<file path="src/rtl/cr_fifo_arb_pkg.sv">
`timescale 1ns/1ps
`default_nettype none
// ============================================================================
//  Module   : cr_fifo_arb_pkg
//  Purpose  : Shared types and helpers for the FIFO write arbiter.
//             - arbiter state encoding (IDLE / LOCKED)
//             - default FIFO data width
//             - rr_pick(): rotating-priority scan returning {found, idx}
//  Ports    : none (package)
//  Revision : 1.0 - initial release
// ============================================================================
package cr_fifo_arb_pkg;

    localparam int C_DATA_W  = 106;  // default FIFO word width
    localparam int C_MAX_REQ = 8;    // largest supported producer count
    localparam int C_IDX_W   = 3;    // index width covering C_MAX_REQ

    typedef enum logic [0:0] {
        ST_IDLE   = 1'b0,
        ST_LOCKED = 1'b1
    } arb_state_e;

    typedef struct packed {
        logic               found;
        logic [C_IDX_W-1:0] idx;
    } rr_pick_t;

    // First set bit of 'valid' at or after 'ptr', wrapping at n_req-1 -> 0.
    // Bits at or above n_req are never considered.
    function automatic rr_pick_t rr_pick(
        input logic [C_MAX_REQ-1:0] valid,
        input logic [C_IDX_W-1:0]   ptr,
        input logic [C_IDX_W:0]     n_req
    );
        rr_pick_t         res;
        logic [C_IDX_W:0] pos;
        res = '0;
        for (int k = 0; k < C_MAX_REQ; k++) begin
            // ptr < n_req and k < n_req, so one subtraction completes the wrap
            pos = {1'b0, ptr} + (C_IDX_W+1)'(k);
            if (pos >= n_req) begin
                pos = pos - n_req;
            end
            if (!res.found && ((C_IDX_W+1)'(k) < n_req) && valid[pos[C_IDX_W-1:0]]) begin
                res.found = 1'b1;
                res.idx   = pos[C_IDX_W-1:0];
            end
        end
        return res;
    endfunction

endpackage
`default_nettype wire

</file>
<file path="src/rtl/cr_fifo_wr_arb_if.sv">
`timescale 1ns/1ps
`default_nettype none
// ============================================================================
//  Module   : cr_fifo_wr_arb_if
//  Purpose  : Producer-side request bus and FIFO write port of the arbiter.
//  Signals  : req_valid/req_last/req_data  producer beats (N_REQ lanes)
//             req_ready                    per-producer accept
//             fifo_wen/fifo_wdata          FIFO write port
//             fifo_full/fifo_afull         FIFO status flags
//  Modports : master - producers + FIFO model side
//             slave  - arbiter side
//  Revision : 1.0 - initial release
// ============================================================================
interface cr_fifo_wr_arb_if
    import cr_fifo_arb_pkg::*;
#(
    parameter int N_REQ  = 4,
    parameter int DATA_W = C_DATA_W
);
    logic [N_REQ-1:0]        req_valid;
    logic [N_REQ-1:0]        req_last;
    logic [N_REQ*DATA_W-1:0] req_data;
    logic [N_REQ-1:0]        req_ready;
    logic                    fifo_wen;
    logic [DATA_W-1:0]       fifo_wdata;
    logic                    fifo_full;
    logic                    fifo_afull;

    modport master (
        output req_valid, req_last, req_data, fifo_full, fifo_afull,
        input  req_ready, fifo_wen, fifo_wdata
    );

    modport slave (
        input  req_valid, req_last, req_data, fifo_full, fifo_afull,
        output req_ready, fifo_wen, fifo_wdata
    );
endinterface
`default_nettype wire

</file>
<file path="src/rtl/cr_rr_pick.sv">
`timescale 1ns/1ps
`default_nettype none
// ============================================================================
//  Module   : cr_rr_pick
//  Purpose  : Combinational rotating-priority selector.
//  Ports    : valid [N_REQ]  request vector
//             ptr   [ID_W]   highest-priority position
//             idx   [ID_W]   chosen requester
//             found          at least one request present
//  Revision : 1.0 - initial release
// ============================================================================
module cr_rr_pick
    import cr_fifo_arb_pkg::*;
#(
    parameter int N_REQ = 4,
    parameter int ID_W  = $clog2(N_REQ)
)(
    input  wire [N_REQ-1:0] valid,
    input  wire [ID_W-1:0]  ptr,
    output logic [ID_W-1:0] idx,
    output logic            found
);

    logic [C_MAX_REQ-1:0] w_valid_ext;
    logic [C_IDX_W-1:0]   w_ptr_ext;
    rr_pick_t             w_pick;
    logic                 w_unused_idx;

    always_comb begin
        w_valid_ext              = '0;
        w_valid_ext[N_REQ-1:0]   = valid;
        w_ptr_ext                = '0;
        w_ptr_ext[ID_W-1:0]      = ptr;
        w_pick = rr_pick(w_valid_ext, w_ptr_ext, (C_IDX_W+1)'(N_REQ));
    end

    assign idx          = w_pick.idx[ID_W-1:0];
    assign found        = w_pick.found;
    assign w_unused_idx = ^w_pick.idx;

endmodule
`default_nettype wire

</file>
<file path="src/rtl/cr_fifo_wr_arb.sv">
`timescale 1ns/1ps
`default_nettype none
// ============================================================================
//  Module   : cr_fifo_wr_arb
//  Purpose  : Round-robin, packet-locked arbiter sharing one FIFO write port
//             among N_REQ producers. New grants are withheld while the FIFO
//             is almost full; a packet in flight runs until the FIFO is full.
//  Ports    : clk, rst_n    clock, asynchronous active-low reset
//             bus (slave)   producer beats + FIFO write port/flags
//             busy          packet in progress
//             owner         current or last packet owner
//             proto_err     sticky: owner withdrew a pending beat
//             err_clr       clears proto_err (set wins)
//  Revision : 1.0 - initial release
// ============================================================================
module cr_fifo_wr_arb
    import cr_fifo_arb_pkg::*;
#(
    parameter int N_REQ  = 4,
    parameter int DATA_W = C_DATA_W,
    parameter int ID_W   = $clog2(N_REQ)
)(
    input  wire              clk,
    input  wire              rst_n,
    cr_fifo_wr_arb_if.slave  bus,
    output logic             busy,
    output logic [ID_W-1:0]  owner,
    output logic             proto_err,
    input  wire              err_clr
);

    arb_state_e      r_state,   w_state_nxt;
    logic [ID_W-1:0] r_rr_ptr,  w_rr_ptr_nxt;
    logic [ID_W-1:0] r_owner,   w_owner_nxt;
    logic            r_proto_err, w_proto_err_nxt;
    logic            r_owner_valid_q, w_owner_valid_nxt;

    logic [ID_W-1:0]  w_pick_idx;
    logic             w_pick_found;
    logic [ID_W-1:0]  w_sel;
    logic             w_sel_ok;
    logic             w_sel_valid;
    logic             w_sel_last;
    logic             w_accept;
    logic             w_err_set;
    logic [N_REQ-1:0] w_ready;

    function automatic logic [ID_W-1:0] inc_wrap(input logic [ID_W-1:0] x);
        return (x == ID_W'(N_REQ-1)) ? '0 : x + ID_W'(1);
    endfunction

    cr_rr_pick #(
        .N_REQ (N_REQ),
        .ID_W  (ID_W)
    ) u_pick (
        .valid (bus.req_valid),
        .ptr   (r_rr_ptr),
        .idx   (w_pick_idx),
        .found (w_pick_found)
    );

    // ------------------------------------------------------------------
    // Select and handshake. In LOCKED the owner is always selected and
    // afull is ignored so the open packet can drain until full.
    // ------------------------------------------------------------------
    always_comb begin
        w_sel       = (r_state == ST_LOCKED) ? r_owner : w_pick_idx;
        w_sel_ok    = (r_state == ST_LOCKED) ? 1'b1 : (w_pick_found & ~bus.fifo_afull);
        w_sel_valid = bus.req_valid[w_sel];
        w_sel_last  = bus.req_last[w_sel];
        w_accept    = w_sel_valid & w_sel_ok & ~bus.fifo_full;
        w_ready     = '0;
        if (w_sel_ok && !bus.fifo_full) begin
            w_ready[w_sel] = 1'b1;
        end
    end

    assign bus.req_ready  = w_ready;
    assign bus.fifo_wen   = w_accept;
    assign bus.fifo_wdata = bus.req_data[w_sel*DATA_W +: DATA_W];

    // ------------------------------------------------------------------
    // Next-state logic
    // ------------------------------------------------------------------
    always_comb begin
        w_state_nxt  = r_state;
        w_rr_ptr_nxt = r_rr_ptr;
        w_owner_nxt  = r_owner;
        case (r_state)
            ST_IDLE: begin
                if (w_accept) begin
                    if (w_sel_last) begin
                        w_rr_ptr_nxt = inc_wrap(w_sel);
                    end else begin
                        w_state_nxt = ST_LOCKED;
                        w_owner_nxt = w_sel;
                    end
                end
            end
            ST_LOCKED: begin
                if (w_accept && w_sel_last) begin
                    w_state_nxt  = ST_IDLE;
                    w_rr_ptr_nxt = inc_wrap(r_owner);
                end
            end
            default: w_state_nxt = ST_IDLE;
        endcase

        // Remember a pending (valid, not accepted) owner beat; if valid is
        // gone next cycle the producer withdrew it.
        w_owner_valid_nxt = (r_state == ST_LOCKED) & w_sel_valid & ~w_accept;
        w_err_set         = (r_state == ST_LOCKED) & r_owner_valid_q & ~w_sel_valid;
        w_proto_err_nxt   = w_err_set | (r_proto_err & ~err_clr);
    end

    always_ff @(posedge clk or negedge rst_n) begin
        if (!rst_n) begin
            r_state         <= ST_IDLE;
            r_rr_ptr        <= '0;
            r_owner         <= '0;
            r_proto_err     <= 1'b0;
            r_owner_valid_q <= 1'b0;
        end else begin
            r_state         <= w_state_nxt;
            r_rr_ptr        <= w_rr_ptr_nxt;
            r_owner         <= w_owner_nxt;
            r_proto_err     <= w_proto_err_nxt;
            r_owner_valid_q <= w_owner_valid_nxt;
        end
    end

    assign busy      = (r_state == ST_LOCKED);
    assign owner     = r_owner;
    assign proto_err = r_proto_err;

endmodule
`default_nettype wire

</file>
<file path="src/flat_wrapper.sv">
// flat-port wrapper written by rule: the top's interface ports become plain ports
module cr_fifo_wr_arb_flat import cr_fifo_arb_pkg::*;
#(
    parameter int N_REQ  = 4,
    parameter int DATA_W = C_DATA_W,
    parameter int ID_W   = $clog2(N_REQ)
)
  (clk, rst_n, busy, owner, proto_err, err_clr, bus_req_valid, bus_req_last, bus_req_data, bus_fifo_full, bus_fifo_afull, bus_req_ready, bus_fifo_wen, bus_fifo_wdata);
  cr_fifo_wr_arb_if #(.N_REQ(N_REQ), .DATA_W(DATA_W)) bus_i ();
  input  wire clk;
  input  wire rst_n;
  output logic busy;
  output logic [ID_W-1:0] owner;
  output logic proto_err;
  input  wire err_clr;
  input wire logic [$bits(bus_i.req_valid)-1:0] bus_req_valid;
  input wire logic [$bits(bus_i.req_last)-1:0] bus_req_last;
  input wire logic [$bits(bus_i.req_data)-1:0] bus_req_data;
  input wire logic [$bits(bus_i.fifo_full)-1:0] bus_fifo_full;
  input wire logic [$bits(bus_i.fifo_afull)-1:0] bus_fifo_afull;
  output wire logic [$bits(bus_i.req_ready)-1:0] bus_req_ready;
  output wire logic [$bits(bus_i.fifo_wen)-1:0] bus_fifo_wen;
  output wire logic [$bits(bus_i.fifo_wdata)-1:0] bus_fifo_wdata;
  assign bus_i.req_valid = bus_req_valid;
  assign bus_i.req_last = bus_req_last;
  assign bus_i.req_data = bus_req_data;
  assign bus_i.fifo_full = bus_fifo_full;
  assign bus_i.fifo_afull = bus_fifo_afull;
  assign bus_req_ready = bus_i.req_ready;
  assign bus_fifo_wen = bus_i.fifo_wen;
  assign bus_fifo_wdata = bus_i.fifo_wdata;
  cr_fifo_wr_arb #(.N_REQ(N_REQ), .DATA_W(DATA_W), .ID_W(ID_W)) u_core (.clk(clk), .rst_n(rst_n), .bus(bus_i), .busy(busy), .owner(owner), .proto_err(proto_err), .err_clr(err_clr));
endmodule
</file>
<file path="config.mk">
export PLATFORM = sky130hd
export DESIGN_NAME = cr_fifo_wr_arb_flat
export DESIGN_NICKNAME = d
export VERILOG_FILES = /design/src/rtl/cr_fifo_arb_pkg.sv /design/src/rtl/cr_fifo_wr_arb_if.sv /design/src/rtl/cr_rr_pick.sv /design/src/rtl/cr_fifo_wr_arb.sv /design/src/flat_wrapper.sv
export SDC_FILE = /design/constraint.sdc
export NUM_CORES = 1
export LEC_CHECK = 0
export CORE_AREA = 2 2 212 214
export CTS_BUF_LIST = sky130_fd_sc_hd__clkbuf_8
export DETAILED_ROUTE_END_ITERATION = 8
export DIE_AREA = 0 0 214 216
export GPL_TIMING_DRIVEN = 0
export HOLD_SLACK_MARGIN = 0.02
export PLACE_DENSITY = 0.36
export SLEW_MARGIN = 20
export SYNTH_ARGS = -nofsm -noshare
export SYNTH_HDL_FRONTEND = slang
export SYNTH_SLANG_ARGS = --single-unit
</file>
<file path="constraint.sdc">
create_clock -name clk -period 5 [get_ports clk]
set_clock_uncertainty 0.2 [all_clocks]
set_input_delay 1 -clock clk [delete_from_list [all_inputs] [get_ports clk]]
set_output_delay 1 -clock clk [all_outputs]
set_load 0.01 [all_outputs]
</file>
==> results_dict.tcl <==
set metrics [dict create \
    power.density_nw_per_um2 597 \
    syn_area_per_cell_um2 15.1 \
    tightest_slew_ns 0.690 \
    gr-total-overflow 0 \
    drive_above_1_share_pct 21.2 \
    worstSkewPairLatency_ns 0.22 \
    worst_hold_slack_ns 0.323 \
    dp_cells 1367 \
    area_growth_pct 191 \
    ctsLongestPathBuffers 2 \
    instances_no_fill 1384 \
    ant_nets 0 \
    dp_hpwl_um 30800 \
    ys_seq_area_share_pct 5.10 \
    die_h_um 216 \
    finalNetCount 1233 \
    ys.flop_type "dfrtp_1" \
    fillers 4701 \
    timing.fmax_ghz 0.206 \
    cts_root_buffer "clkbuf_8" \
    groute.usage.overall_pct 13.9 \
    design.core.area_um2 43800 \
    crit_start "u_core.r_rr_ptr[0]" \
    synth_async_sr_flop_share_pct 100 \
    grt_max_degree 12 \
    ir_drop_uv 231 \
    io_pins 552 \
    port_buffers 547 \
    maxSlewViolCount 0 \
    grt_pass1_wl_um 45600 \
    yosysUniqueCellTypes 43 \
    period_needed_ns 4.85 \
    initial_utilization_pct 7.84 \
    ys_seq_elements 7 \
    r2r_cells 12 \
    cap_violations 0 \
    ctsHtreeMaxLevel 1 \
    crit_type "register to output pin" \
    r2r_start "u_core.r_rr_ptr[0]" \
    total_leakage_power_nw 3.56 \
    min_path_type "register to register" \
    yosysMostFrequentCell "mux4_2" \
    dr.pass1.iters 4 \
    crit_arrival_ns 3.65 \
    totalWireLength_um 34200 \
    synthCells 228 \
    synth_top_cell_area_share_pct 70.8 \
    finalWeightedCongestion 0.909 \
    cp_max_fo 10 \
    synth-edff-count 0 \
    cp-start-kind "register" \
    finalSetupViolations 0 \
    antenna_found_initial 14 \
    drtIter0Drc 171 \
    clk_pin_slew_ns 0.04 \
    tns_ns 0 \
    synth_top_cell_by_area "mux4_2" \
    syn_nets 672 \
    worstSetupEndpointType "output pin" \
    drcViolationCount 0 \
    netlist_top_cells_area "mux4_2 (71%), dfrtp_1 (5.1%), ha_1 (2.5%), buf_2 (2.2%), buf_4 (2.0%)" \
    via_per_inst 3.56 \
    dp_slack_ns -0.411 \
    num_rows 77 \
    synth_common_cells "mux4_2 (108), buf_2 (15), buf_4 (9), inv_1 (9), nor2_1 (9)" \
    relSlewSlack_pct 53.7 \
    required_ns 3.80 \
    tritoncts "built" \
    final_hold_viol_count 0 \
    r2r_end "u_core.owner[0]" \
    fin_crit_sh_pct 97.1 \
    grt_pass1_vias 5501 \
    outcome "finished clean" \
    cp-endpoint "bus_fifo_wdata[102]" \
    rrSetupSlack_ns 1.32 \
    vias 4921 \
    die_width_um 214 \
    syn_area_um2 3440 \
    dieArea_um2 46200 \
    wire_per_inst_um 24.7 \
    yosysWarnings 0 \
    cts_sinks 7 \
    numCtsBuffers 3 \
    layout_setup_ws_ns 0.147 \
]
-- through the flow --
step	power [mW]	cell area (µm²)	utilization (%)
2_1_floorplan	3.00	3440	-
3_3_place_gp	5.70	9650	22.0
3_5_place_dp	5.67	9650	22.0
4_1_cts	5.88	9800	22.4
5_1_grt	6.36	9990	22.8
6_report	5.97	10000	22.8
-- power by group --
group	switching (mW)	total (mW)	internal (mW)	leakage (nW)
combinational	2.42	5.77	3.34	3.45
clock	0.0239	0.0769	0.0530	0.0269
sequential	0.0406	0.124	0.0831	0.0851
-- cell usage in the layout, fill, tap and decap left out, types with 2 or more instances in the layout --
master,count
nand3_1,2
a211oi_1,2
ha_1,7
clkdlybuf4s50_1,531
mux2_2,2
a21oi_1,3
buf_6,11
o21ai_0,2
buf_2,5
a211oi_2,2
dlymetal6s2s_1,8
nand2b_1,4
diode_2,4
dlygate4sd2_1,8
clkbuf_8,3
mux2i_1,6
buf_4,9
dfrtp_1,7
mux2_1,2
nor2_1,9
nor3_1,3
o31a_1,2
buf_12,7
inv_1,10
a21o_1,2
mux4_2,108
clkbuf_4,4
-- repair_timing --
item,4_1_cts,5_1_grt
setup buffers,3,5
hold buffers,0,0
hold endpoints to repair,0,0
pin swaps,3,2
setup endpoints to repair,110,96
cloned,0,1
gates resized for setup,32,28
-- routing by layer --
| layer | up-vias | routed length (µm) | part of all wire [%] | GRT usage [%] |
|---|---|---|---|---|
| li1 | 2172 | - | - | - |
| met1 | 2410 | 13000 | 38 | 15.8 |
| met2 | 311 | 17400 | 51 | 25.2 |
| met3 | 24 | 3350 | 9.8 | 5.29 |
| met4 | 4 | 400 | 1.2 | 1.63 |
| met5 | - | 20 | 0.058 | 0 |
-- worst min-delay path by stage --
stage                                start               end  slack, ns  depth (start not counted)
floorplan           u_core.r_owner_valid_q  u_core.proto_err       0.28                          2
global placement    u_core.r_owner_valid_q  u_core.proto_err       0.31                          2
detailed placement  u_core.r_owner_valid_q  u_core.proto_err       0.32                          2
CTS                 u_core.r_owner_valid_q  u_core.proto_err       0.33                          2
global route        u_core.r_owner_valid_q  u_core.proto_err       0.38                          2
finish              u_core.r_owner_valid_q  u_core.proto_err       0.32                          2
-- cell type report --
cell class	instances	area, µm²	area share [%]
repair buffers	556	5600	56.0
multi-input cells	180	3060	30.6
well taps	592	741	7.41
plain buffers	30	320	3.20
flip-flops and latches	7	175	1.75
inverters	11	48.8	0.488
clock buffers	3	41.3	0.413
diodes	4	10.0	0.100
clock inverters	1	3.75	0.0375
-- critical path, stage by stage, from the launching register on --
cell	delay, ns
dfrtp_1	0.39
buf_6	0.17
inv_1	0.09
ha_1	0.28
buf_4	0.15
mux2_2	0.38
a2111oi_4	0.37
nor2_4	0.11
inv_8	0.15
buf_12	0.16
buf_12	0.15
mux4_2	0.52
clkdlybuf4s50_1	0.49
-- kinds of logic (layout without fill, tap and decap cells) --
family                     count (synthesis)  in the layout  share of synthesized area [%]
muxes                                    119            119                           74.2
buffers and inverters                     41            601                           7.10
AOI/OAI and AO/OA                         27             27                           6.73
and+or+nand+nor                           27             27                           4.30
adders and majority gates                  7              7                           2.55
DFF                                        7              7                           5.10
other                                      0              4                              0
(Power assumes the default switching activity.)
